`src/rtl/rtc_date_reader_if.sv`:
```
// Multiplexed address/data parallel bus between the date reader and the external RTC chip.
interface rtc_date_reader_if;
  logic [7:0] ad_in;
  logic [7:0] ad_out;
  logic       ad_oe;
  logic       cs_n;
  logic       rd_n;
  logic       wr_n;
  logic       a_d_n;

  modport master (input ad_in, output ad_out, ad_oe, cs_n, rd_n, wr_n, a_d_n);
  modport slave  (output ad_in, input ad_out, ad_oe, cs_n, rd_n, wr_n, a_d_n);
endinterface

```
`src/rtl/rtc_date_reader.sv`:
```
// Periodic / on-request reader of day, month and year from the RTC; commits the
// three packed-BCD bytes atomically only when every nibble is a valid decimal digit.
module rtc_date_reader #(
  parameter int         CLK_DIV     = 4,
  parameter int         POLL_PERIOD = 1_000_000,
  parameter logic [7:0] ADDR_DAY    = 8'h24,
  parameter logic [7:0] ADDR_MONTH  = 8'h25,
  parameter logic [7:0] ADDR_YEAR   = 8'h26
) (
  input  logic                     clk,
  input  logic                     reset,
  input  logic                     read_req,
  rtc_date_reader_if.master        bus,
  output logic [7:0]               date_day,
  output logic [7:0]               date_month,
  output logic [7:0]               date_year,
  output logic                     date_valid,
  output logic                     bcd_err,
  output logic                     busy
);
  localparam int PW = $clog2(CLK_DIV + 1);
  localparam int TW = $clog2(POLL_PERIOD);
  localparam logic [PW-1:0] PHASE_LAST = PW'(CLK_DIV - 1);
  localparam logic [PW-1:0] PHASE_ONE  = PW'(1);
  localparam logic [TW-1:0] TIMER_LAST = TW'(POLL_PERIOD - 1);
  localparam logic [TW-1:0] TIMER_ONE  = TW'(1);

  typedef enum logic [2:0] {IDLE, ADDR_WR, ADDR_HOLD, GAP, DATA_RD, DATA_END, COMMIT} state_t;

  state_t        state_reg, state_next;
  logic [1:0]    idx_reg, idx_next;
  logic [PW-1:0] phase_reg, phase_next;
  logic [TW-1:0] timer_reg, timer_next;
  logic          pending_reg, pending_next;
  logic [7:0]    shadow_reg [3];
  logic [7:0]    shadow_next [3];
  logic [7:0]    ad_out_reg, ad_out_next;
  logic          ad_oe_reg, ad_oe_next;
  logic          cs_n_reg, cs_n_next;
  logic          rd_n_reg, rd_n_next;
  logic          wr_n_reg, wr_n_next;
  logic          a_d_n_reg, a_d_n_next;
  logic [7:0]    day_reg, day_next, month_reg, month_next, year_reg, year_next;
  logic          valid_reg, valid_next, err_reg, err_next, busy_reg, busy_next;
  logic          phase_last, commit, bcd_ok;
  logic [7:0]    addr;
  logic [5:0]    nibble_ok;

  genvar gi;
  generate
    for (gi = 0; gi < 3; gi++) begin : g_bcd
      assign nibble_ok[2*gi]   = (shadow_reg[gi][3:0] <= 4'd9);
      assign nibble_ok[2*gi+1] = (shadow_reg[gi][7:4] <= 4'd9);
    end
  endgenerate
  assign bcd_ok = &nibble_ok;

  always_comb begin
    state_next   = state_reg;
    idx_next     = idx_reg;
    phase_next   = '0;
    timer_next   = '0;
    pending_next = pending_reg;
    shadow_next  = shadow_reg;
    phase_last   = (phase_reg == PHASE_LAST);
    case (state_reg)
      IDLE: begin
        if (read_req || pending_reg || timer_reg == TIMER_LAST) begin
          state_next   = ADDR_WR;
          idx_next     = 2'd0;
          pending_next = 1'b0;
        end else begin
          timer_next = timer_reg + TIMER_ONE;
        end
      end
      COMMIT: begin
        pending_next = pending_reg | read_req;
        state_next   = IDLE;
      end
      default: begin
        // Requests arriving mid-transaction collapse into one follow-on read.
        pending_next = pending_reg | read_req;
        phase_next   = phase_last ? '0 : phase_reg + PHASE_ONE;
        if (phase_last) begin
          case (state_reg)
            ADDR_WR:   state_next = ADDR_HOLD;
            ADDR_HOLD: state_next = GAP;
            GAP:       state_next = DATA_RD;
            DATA_RD: begin
              state_next = DATA_END;
              for (int i = 0; i < 3; i++)
                if (idx_reg == 2'(i)) shadow_next[i] = bus.ad_in;
            end
            DATA_END: begin
              if (idx_reg == 2'd2) begin
                state_next = COMMIT;
              end else begin
                idx_next   = idx_reg + 2'd1;
                state_next = ADDR_WR;
              end
            end
            default: state_next = IDLE;
          endcase
        end
      end
    endcase

    // Outputs are registered from the next state so they line up with it.
    case (idx_next)
      2'd0:    addr = ADDR_DAY;
      2'd1:    addr = ADDR_MONTH;
      default: addr = ADDR_YEAR;
    endcase
    cs_n_next   = 1'b1;
    rd_n_next   = 1'b1;
    wr_n_next   = 1'b1;
    a_d_n_next  = 1'b1;
    ad_oe_next  = 1'b0;
    ad_out_next = 8'h00;
    case (state_next)
      ADDR_WR: begin
        cs_n_next = 1'b0; a_d_n_next = 1'b0; wr_n_next = 1'b0;
        ad_oe_next = 1'b1; ad_out_next = addr;
      end
      ADDR_HOLD: begin
        cs_n_next = 1'b0; a_d_n_next = 1'b0;
        ad_oe_next = 1'b1; ad_out_next = addr;
      end
      DATA_RD: begin
        cs_n_next = 1'b0; rd_n_next = 1'b0;
      end
      default: ;
    endcase

    commit     = (state_next == COMMIT);
    valid_next = commit & bcd_ok;
    err_next   = commit & ~bcd_ok;
    busy_next  = (state_next != IDLE);
    day_next   = day_reg;
    month_next = month_reg;
    year_next  = year_reg;
    if (commit && bcd_ok) begin
      day_next   = shadow_reg[0];
      month_next = shadow_reg[1];
      year_next  = shadow_reg[2];
    end
  end

  always_ff @(posedge clk) begin
    if (reset) begin
      state_reg   <= IDLE;
      idx_reg     <= '0;
      phase_reg   <= '0;
      timer_reg   <= '0;
      pending_reg <= 1'b0;
      for (int i = 0; i < 3; i++) shadow_reg[i] <= 8'h00;
      ad_out_reg  <= 8'h00;
      ad_oe_reg   <= 1'b0;
      cs_n_reg    <= 1'b1;
      rd_n_reg    <= 1'b1;
      wr_n_reg    <= 1'b1;
      a_d_n_reg   <= 1'b1;
      day_reg     <= 8'h01;
      month_reg   <= 8'h01;
      year_reg    <= 8'h00;
      valid_reg   <= 1'b0;
      err_reg     <= 1'b0;
      busy_reg    <= 1'b0;
    end else begin
      state_reg   <= state_next;
      idx_reg     <= idx_next;
      phase_reg   <= phase_next;
      timer_reg   <= timer_next;
      pending_reg <= pending_next;
      for (int i = 0; i < 3; i++) shadow_reg[i] <= shadow_next[i];
      ad_out_reg  <= ad_out_next;
      ad_oe_reg   <= ad_oe_next;
      cs_n_reg    <= cs_n_next;
      rd_n_reg    <= rd_n_next;
      wr_n_reg    <= wr_n_next;
      a_d_n_reg   <= a_d_n_next;
      day_reg     <= day_next;
      month_reg   <= month_next;
      year_reg    <= year_next;
      valid_reg   <= valid_next;
      err_reg     <= err_next;
      busy_reg    <= busy_next;
    end
  end

  assign bus.ad_out = ad_out_reg;
  assign bus.ad_oe  = ad_oe_reg;
  assign bus.cs_n   = cs_n_reg;
  assign bus.rd_n   = rd_n_reg;
  assign bus.wr_n   = wr_n_reg;
  assign bus.a_d_n  = a_d_n_reg;
  assign date_day   = day_reg;
  assign date_month = month_reg;
  assign date_year  = year_reg;
  assign date_valid = valid_reg;
  assign bcd_err    = err_reg;
  assign busy       = busy_reg;
endmodule

```
`src/flat_wrapper.sv`:
```
// flat-port wrapper written by rule: the top's interface ports become plain ports
module rtc_date_reader_flat 
#(
  parameter int         CLK_DIV     = 4,
  parameter int         POLL_PERIOD = 1_000_000,
  parameter logic [7:0] ADDR_DAY    = 8'h24,
  parameter logic [7:0] ADDR_MONTH  = 8'h25,
  parameter logic [7:0] ADDR_YEAR   = 8'h26
)
  (clk, reset, read_req, date_day, date_month, date_year, date_valid, bcd_err, busy, bus_ad_in, bus_ad_out, bus_ad_oe, bus_cs_n, bus_rd_n, bus_wr_n, bus_a_d_n);
  rtc_date_reader_if bus_i ();
  input  logic clk;
  input  logic reset;
  input  logic read_req;
  output logic [7:0] date_day;
  output logic [7:0] date_month;
  output logic [7:0] date_year;
  output logic date_valid;
  output logic bcd_err;
  output logic busy;
  input wire logic [$bits(bus_i.ad_in)-1:0] bus_ad_in;
  output wire logic [$bits(bus_i.ad_out)-1:0] bus_ad_out;
  output wire logic [$bits(bus_i.ad_oe)-1:0] bus_ad_oe;
  output wire logic [$bits(bus_i.cs_n)-1:0] bus_cs_n;
  output wire logic [$bits(bus_i.rd_n)-1:0] bus_rd_n;
  output wire logic [$bits(bus_i.wr_n)-1:0] bus_wr_n;
  output wire logic [$bits(bus_i.a_d_n)-1:0] bus_a_d_n;
  assign bus_i.ad_in = bus_ad_in;
  assign bus_ad_out = bus_i.ad_out;
  assign bus_ad_oe = bus_i.ad_oe;
  assign bus_cs_n = bus_i.cs_n;
  assign bus_rd_n = bus_i.rd_n;
  assign bus_wr_n = bus_i.wr_n;
  assign bus_a_d_n = bus_i.a_d_n;
  rtc_date_reader #(.CLK_DIV(CLK_DIV), .POLL_PERIOD(POLL_PERIOD), .ADDR_DAY(ADDR_DAY), .ADDR_MONTH(ADDR_MONTH), .ADDR_YEAR(ADDR_YEAR)) u_core (.clk(clk), .reset(reset), .read_req(read_req), .bus(bus_i), .date_day(date_day), .date_month(date_month), .date_year(date_year), .date_valid(date_valid), .bcd_err(bcd_err), .busy(busy));
endmodule
```
`config.mk`:
```
export PLATFORM = sky130hd
export DESIGN_NAME = rtc_date_reader_flat
export DESIGN_NICKNAME = d
export VERILOG_FILES = /design/src/rtl/rtc_date_reader_if.sv /design/src/rtl/rtc_date_reader.sv /design/src/flat_wrapper.sv
export SDC_FILE = /design/constraint.sdc
export NUM_CORES = 1
export LEC_CHECK = 0
export ABC_CLOCK_PERIOD_IN_PS = 7600
export BUFFER_PORTS_ARGS = -buffer_cell sky130_fd_sc_hd__buf_2
export CAP_MARGIN = 10
export CORE_MARGIN = 5
export CORE_UTILIZATION = 25
export CTS_BUF_LIST = sky130_fd_sc_hd__clkbuf_8
export DETAILED_ROUTE_END_ITERATION = 8
export PLACE_DENSITY = 0.51
export SLEW_MARGIN = 20
export SYNTH_ARGS = -nofsm -noshare
export SYNTH_HDL_FRONTEND = slang
export SYNTH_SLANG_ARGS = --single-unit
```
`constraint.sdc`:
```
create_clock -name clk -period 7.6 [get_ports clk]
set_clock_uncertainty 0.15 [all_clocks]
set_input_delay 0.38 -clock clk [delete_from_list [all_inputs] [get_ports clk]]
set_output_delay 0.38 -clock clk [all_outputs]
set_load 0.02 [all_outputs]
```
==> results of run 1 <==
==> metrics by stage <==
step / util [%] / setup WS (ns)
final: 29.2 / 4.85
after global routing: 29.2 / 4.64
after CTS: 29.2 / 4.83
after detailed placement: 27.9 / 4.84
after global placement: 27.9 / 4.94
after floorplan: - / 5.17
==> power by group through the flow <==
stage               logic (µW)  registers [µW]  clock network [µW]
floorplan                 25.9             483                   0
global placement          40.2             480                   0
detailed placement        40.6             480                   0
CTS                       40.7             470                 325
global route              44.5             470                 345
finish                    39.9             469                 309
==> final timing paths <==
| path | from | end | slack, ns |
|---|---|---|---|
| setup / recovery | u_core.phase_reg[0] | u_core.date_day[0] | 4.85 |
| hold / removal | bus_ad_in[7] | u_core.shadow_reg[15] | 0.14 |
| setup reg to reg | u_core.phase_reg[0] | u_core.date_day[0] | 4.85 |
| hold reg to reg | u_core.phase_reg[0] | u_core.phase_reg[0] | 0.28 |
==> cell families after synthesis <==
kind of cell             synth area share (%)
AO/OA/AOI/OAI                            9.02
XOR/XNOR                                 4.48
flip-flops                               47.4
other                                   0.101
multiplexers                             6.73
AND/OR/NAND/NOR                          25.7
buffers and inverters                    4.58
adder cells (fa/ha/maj)                  2.02
==> layout by cell type (no fill, tap or decap), types with 3 or more instances in the layout <==
cell type,count
nor2b_1,3
xor2_1,14
buf_4,3
inv_1,8
nor2_1,36
nand2_1,83
ha_1,6
nand4_1,4
and3_1,5
nor3_1,4
conb_1,4
clkinvlp_4,3
xnor2_1,5
o21ai_0,9
nand3_1,35
nand2b_1,4
buf_2,46
mux2i_1,25
clkbuf_8,10
dfxtp_1,88
a21oi_1,30
a211oi_1,3
or3_1,3
==> layout make-up <==
cell class	instances	area, µm²
Multi-Input combinational cell	307	1800
Inverter	8	30.0
Fill cell	1539	10300
Clock inverter	6	51.3
Tap cell	184	230
Clock buffer	10	138
Timing Repair Buffer	49	253
Sequential cell	88	1760
==> critical path, stage by stage, from the launching register on <==
cell,delay (ns)
dfxtp_1,0.35
ha_1,0.15
ha_1,0.39
and4b_1,0.29
a211oi_1,0.09
or4_4,0.52
nor3_4,0.12
buf_4,0.38
mux2i_1,0.23
==> per-layer routing <==
layer | vias to the layer above | part of all wire [%] | track usage, %
met5 | - | 0 | 0
met4 | 0 | 1.9 | 4.17
met3 | 14 | 5.4 | 3.44
met2 | 48 | 46 | 15.5
met1 | 1327 | 46 | 12.2
li1 | 1515 | - | -
==> impl_metrics.py, run 1 <==
metrics = {
    "clock_network": {
        "cts_setup_buffers": 0,
        "clock-sinks": 88,
        "cts_resized": 0,
        "clock_tree.root_cell": "clkbuf_8",
        "clockBufferDepth": 2,
        "clk_pin_slew_ns": 0.10,
        "cts_made_buffers": 9,
        "cts_tree": "yes",
        "clock_latency_ns": 0.37,
        "htree_levels": 3,
        "cts-hold-fix-buffers": 0,
    },
    "die": {
        "die_y_um": 132,
        "start_util_pct": 25.5,
        "fp.dieW_um": 132,
        "core.rowCount": 44,
        "die_area_um2": 17400,
        "io_pins": 51,
        "core-area_um2": 14600,
    },
    "final_layout": {
        "nNetsFinal": 480,
        "fin_area_um2": 4260,
        "largest_reg_flops": 24,
        "area_growth_pct": 14.6,
        "n_antenna_cell": 0,
        "drive_gt1_share_pct": 15.6,
        "final_cells": 652,
    },
    "logic_synthesis": {
        "ys.flop_type": "dfxtp_1",
        "synth_common_cells": "dfxtp_1 (88), nand2_1 (83), nor2_1 (36)",
        "ys_warn_count": 0,
        "synth.distinct_cells": 48,
        "yosysSeqAreaShare_pct": 47.4,
        "syn_area_per_cell_um2": 8.71,
        "netlist_area_um2": 3720,
        "synthTopCellsByArea": "dfxtp_1 (47%), nand2_1 (8.4%), mux2i_1 (6.7%), nand3_1 (4.7%), a21oi_1 (4.0%)",
        "synth_edf_count": 0,
        "synth-seq-cells": 88,
        "synth_most_common_cell": "dfxtp_1",
        "postSynthCellCount": 427,
        "ys_async_sr_fraction_pct": 0,
        "yosys.area.top_type_share_pct": 47.4,
        "synth_top_area_cell": "dfxtp_1",
    },
    "timing": {
        "rsz0062_at_grt": "no",
        "final.period_utilization_pct": 36.2,
        "max_clock_freq_ghz": 0.363,
        "hold_viol": 0,
        "holdWs_ns": 0.141,
        "maxSlewHeadroom_pct": 32.9,
        "setup_viol": 0,
        "setup-tns-final_ns": 0,
        "worst_pin_slew_ns": 0.997,
        "fin_crit_ns": 2.75,
        "maxSlewViolCount": 0,
    },
    "outcome": {
        "status": "finished clean",
    },
    "global_routing": {
        "grt_pass1_vias": 2946,
        "grt.overflow.total": 0,
        "antenna_found_initial": 0,
        "grt_pass1_wl_um": 14200,
        "grt_max_degree": 47,
        "grt_usage_pct": 9.84,
    },
    "routing": {
        "antenna_left": 0,
        "drt_wl_total_um": 8290,
        "drt_iter0_drc": 156,
        "vias_per_cell": 4.45,
        "drc": 0,
        "wl_per_cell_um": 12.7,
        "drtPass1Iterations": 4,
        "vias": 2904,
    },
    "setup_path": {
        "crit_required_ns": 7.74,
        "critPathKind": "flip-flop to flip-flop",
        "start_kind": "flip-flop",
        "critPathMaxFanout": 24,
        "reg2reg_depth": 8,
        "crit_path_end_kind": "flip-flop",
        "arrival_ns": 2.90,
    },
    "worst_hold_path": {
        "hold_class": "primary input to flip-flop",
        "hold_depth": 3,
    },
    "power": {
        "p_total_uw": 819,
        "p_int_uw": 609,
        "switching_power_uw": 210,
        "p_leak_uw": 0.00151,
        "power_frac_comb_pct": 4.9,
        "ir_worst_vdd_mv": 0.0799,
        "swShare_pct": 25.7,
        "power_frac_seq_pct": 57.3,
        "pwr-share-clk_pct": 37.8,
        "p_per_area_nw_per_um2": 192,
    },
    "placed_design": {
        "place_hpwl_um": 5950,
        "port_buffers": 46,
        "gp_congestion": 0.788,
        "placed_area_um2": 4070,
        "dpl.cell_count": 636,
    },
    "run": {
        "cap_violations": 0,
    },
}
Note: power is estimated with default switching activity, not from simulation.
==> run 2: changes to the inputs <==
ABC_AREA = 1   (was not set)
ABC_CLOCK_PERIOD_IN_PS = 2500   (was 7600)
PLACE_DENSITY = 0.53   (was 0.51)
clock period = 2.5 ns   (was 7.6 ns; I/O delays follow)
==> impl_metrics.py, run 2 <==
metrics = {
    "final_layout": {
        "mostFrequentLayoutCell": "nor2_1",
        "fin_util_pct": 30.5,
        "largest_reg_flops": 24,
        "regArea_um2": 1760,
        "nNetsFinal": 559,
        "layout_common_cells": "nor2_1 (89), dfxtp_1 (88), nand2_1 (64)",
        "multiInputGateArea_um2": 1640,
        "fillers": 1585,
        "n_antenna_cell": 0,
        "area_growth_pct": 18.5,
        "drive_gt1_share_pct": 16.1,
    },
    "timing": {
        "worst_pin_slew_ns": 0.530,
        "hold_viol": 0,
        "maxSlewHeadroom_pct": 64.6,
        "holdWs_ns": 0.277,
        "maxSlewViolCount": 0,
        "max_clock_freq_ghz": 0.440,
        "fin_crit_ns": 2.27,
        "setup-tns-final_ns": 0,
        "final.period_utilization_pct": 91.0,
        "setup_viol": 0,
        "rsz0062_at_grt": "no",
    },
    "worst_hold_path": {
        "hold_class": "flip-flop to flip-flop",
        "hp-start": "u_core.phase_reg[0]",
        "hold_depth": 1,
        "min_to": "u_core.phase_reg[0]",
    },
    "logic_synthesis": {
        "syn_area_per_cell_um2": 7.69,
        "ys.flop_type": "dfxtp_1",
        "ys_warn_count": 0,
        "synth_top_family_by_area": "simple AND/OR/NAND/NOR gates",
        "synthTopCellsByArea": "dfxtp_1 (47%), nor2_1 (8.9%), nand2_1 (6.5%), inv_1 (5.4%), nand4_1 (4.8%)",
        "synth-simple-area-share_pct": 28.8,
        "yosys.area.top_type_share_pct": 46.8,
        "synth_most_common_cell": "nor2_1",
        "muxShareOfSynthArea_pct": 0,
        "synth-seq-cells": 88,
        "ys_async_sr_fraction_pct": 0,
        "synth-xor-area-share_pct": 2.56,
        "synth_common_cells": "nor2_1 (89), dfxtp_1 (88), nand2_1 (65)",
        "postSynthCellCount": 490,
        "synth_top_area_cell": "dfxtp_1",
        "synth_edf_count": 0,
        "yosysSeqAreaShare_pct": 46.8,
        "synth.distinct_cells": 37,
        "synthAdderAreaFrac_pct": 1.99,
        "synth_compound_area_share_pct": 9.80,
        "netlist_area_um2": 3770,
    },
    "clock_network": {
        "clock_tree.root_cell": "clkbuf_8",
        "clock_latency_ns": 0.36,
        "htree_levels": 3,
        "clockBufferDepth": 2,
        "clock-sinks": 88,
        "cts_tree": "yes",
        "clk_pin_slew_ns": 0.09,
        "cts_made_buffers": 9,
    },
    "power": {
        "p_total_uw": 2650,
        "p_per_area_nw_per_um2": 593,
        "ir_worst_vdd_mv": 0.189,
        "p_leak_uw": 0.00184,
    },
    "setup_path": {
        "crit_path_end_kind": "flip-flop",
        "r2r_start": "u_core.phase_reg[0]",
        "critPathMaxFanout": 15,
        "critPathKind": "flip-flop to flip-flop",
        "start_kind": "flip-flop",
        "path_cells": "ha_1, ha_1, inv_1, nor2_1, nand2_2, nand2_1, a21oi_1, dlygate4sd3_1",
        "rrSetupSlack_ns": 0.23,
        "slowest_delay_ns": 0.56,
        "reg2reg_depth": 8,
        "crit_required_ns": 2.61,
        "r2r-end": "u_core.shadow_reg[16]",
        "critical-path-slowest-cell": "dlygate4sd3_1",
        "crit_path_frequent_cell": "ha_1",
        "arrival_ns": 2.38,
    },
    "die": {
        "io_pins": 51,
        "core-area_um2": 14600,
        "core.rowCount": 44,
        "die_area_um2": 17600,
        "die_y_um": 133,
        "start_util_pct": 25.7,
        "fp.dieW_um": 133,
    },
    "routing": {
        "drtPass1Iterations": 5,
        "drt_iter0_drc": 174,
        "drc": 0,
        "antenna_left": 0,
        "vias": 3153,
        "vias_per_cell": 4.32,
        "drt_wl_total_um": 8660,
        "wl_per_cell_um": 11.9,
    },
    "outcome": {
        "status": "finished clean",
    },
    "global_routing": {
        "grt_pass1_vias": 2964,
        "grt.overflow.total": 0,
        "antenna_found_initial": 0,
        "grt_max_degree": 50,
        "grt_usage_pct": 9.88,
        "grt_pass1_wl_um": 14100,
    },
    "placed_design": {
        "place_hpwl_um": 6250,
        "port_buffers": 46,
        "gp_congestion": 0.776,
    },
    "run": {
        "cap_violations": 0,
    },
}
[run 2: changes by cell type in the layout (fill, tap and decap cells not counted), sizes merged, moves of 14 or more]
cell	previous run	this run
nor2	36	93
o21ai	9	31
inv	11	58
nand3	36	22
mux2i	25	0
nand4	5	30
[run 2: critical path: cells and delay by family (launching register included)]
family / cells / cell delay, ns
AND/OR/NAND/NOR: 3 / 0.57
buffers and inverters: 2 / 0.69
flip-flops: 1 / 0.34
adder cells (fa/ha/maj): 2 / 0.38
AO/OA/AOI/OAI: 1 / 0.06
[run 2: worst max-delay path by stage]
stage | start | endpoint | slack [ns] | cells past startpoint
after global routing | u_core.phase_reg[0] | u_core.shadow_reg[16] | 0.02 | 8
after floorplan | u_core.phase_reg[0] | u_core.date_year[3] | 0.55 | 11
after CTS | u_core.phase_reg[0] | u_core.shadow_reg[16] | 0.14 | 8
after detailed placement | u_core.idx_reg[0] | u_core.date_day[0] | 0.31 | 12
final | u_core.phase_reg[0] | u_core.shadow_reg[16] | 0.23 | 8
after global placement | u_core.phase_reg[0] | u_core.date_month[0] | 0.36 | 11
[run 2: layout make-up]
| cell class | count | area share [%] |
|---|---|---|
| multi-input cells | 321 | 36.8 |
| repair buffers | 63 | 8.91 |
| clock inverters | 6 | 1.93 |
| inverters | 59 | 4.96 |
| flip-flops and latches | 88 | 39.5 |
| well taps | 184 | 5.16 |
| clock buffers | 9 | 2.77 |
[run 2: what timing repair did]
item                                   CTS  global route
resized for setup                        0             1
setup endpoints to repair                0             1
hold buffers                            11             0
buffers inserted                         0             0
endpoints found under the hold margin   32             0
[run 2: per-layer routing]
| layer | wire [µm] | global-route usage, % | up-vias | part of all wire [%] |
|---|---|---|---|---|
| li1 | - | - | 1668 | - |
| met1 | 4410 | 13.5 | 1399 | 51 |
| met2 | 3730 | 14.2 | 73 | 43 |
| met3 | 359 | 2.66 | 13 | 4.1 |
| met4 | 153 | 5.08 | 0 | 1.8 |
| met5 | 0 | 0 | - | 0 |
[run 2: cell families after synthesis]
| logic type | Yosys count |
|---|---|
| compound gates | 70 |
| simple gates | 230 |
| buf+inv | 84 |
| flops | 88 |
| fa+ha+maj | 6 |
| other cells | 1 |
| xor+xnor | 11 |
[run 2: power by group]
| part | switching [µW] | internal [µW] | total [µW] |
|---|---|---|---|
| Sequential | 8.63 | 1420 | 1430 |
| Clock | 502 | 556 | 1060 |
| Combinational | 110 | 51.8 | 162 |
[run 2: metrics by stage]
stage               cell area (µm²)  std cells  worst slack, ns
global placement               4140        704            0.362
global route                   4460        730           0.0180
detailed placement             4140        704            0.314
finish                         4460        730            0.226
CTS                            4460        730            0.137
floorplan                      3780        493            0.548
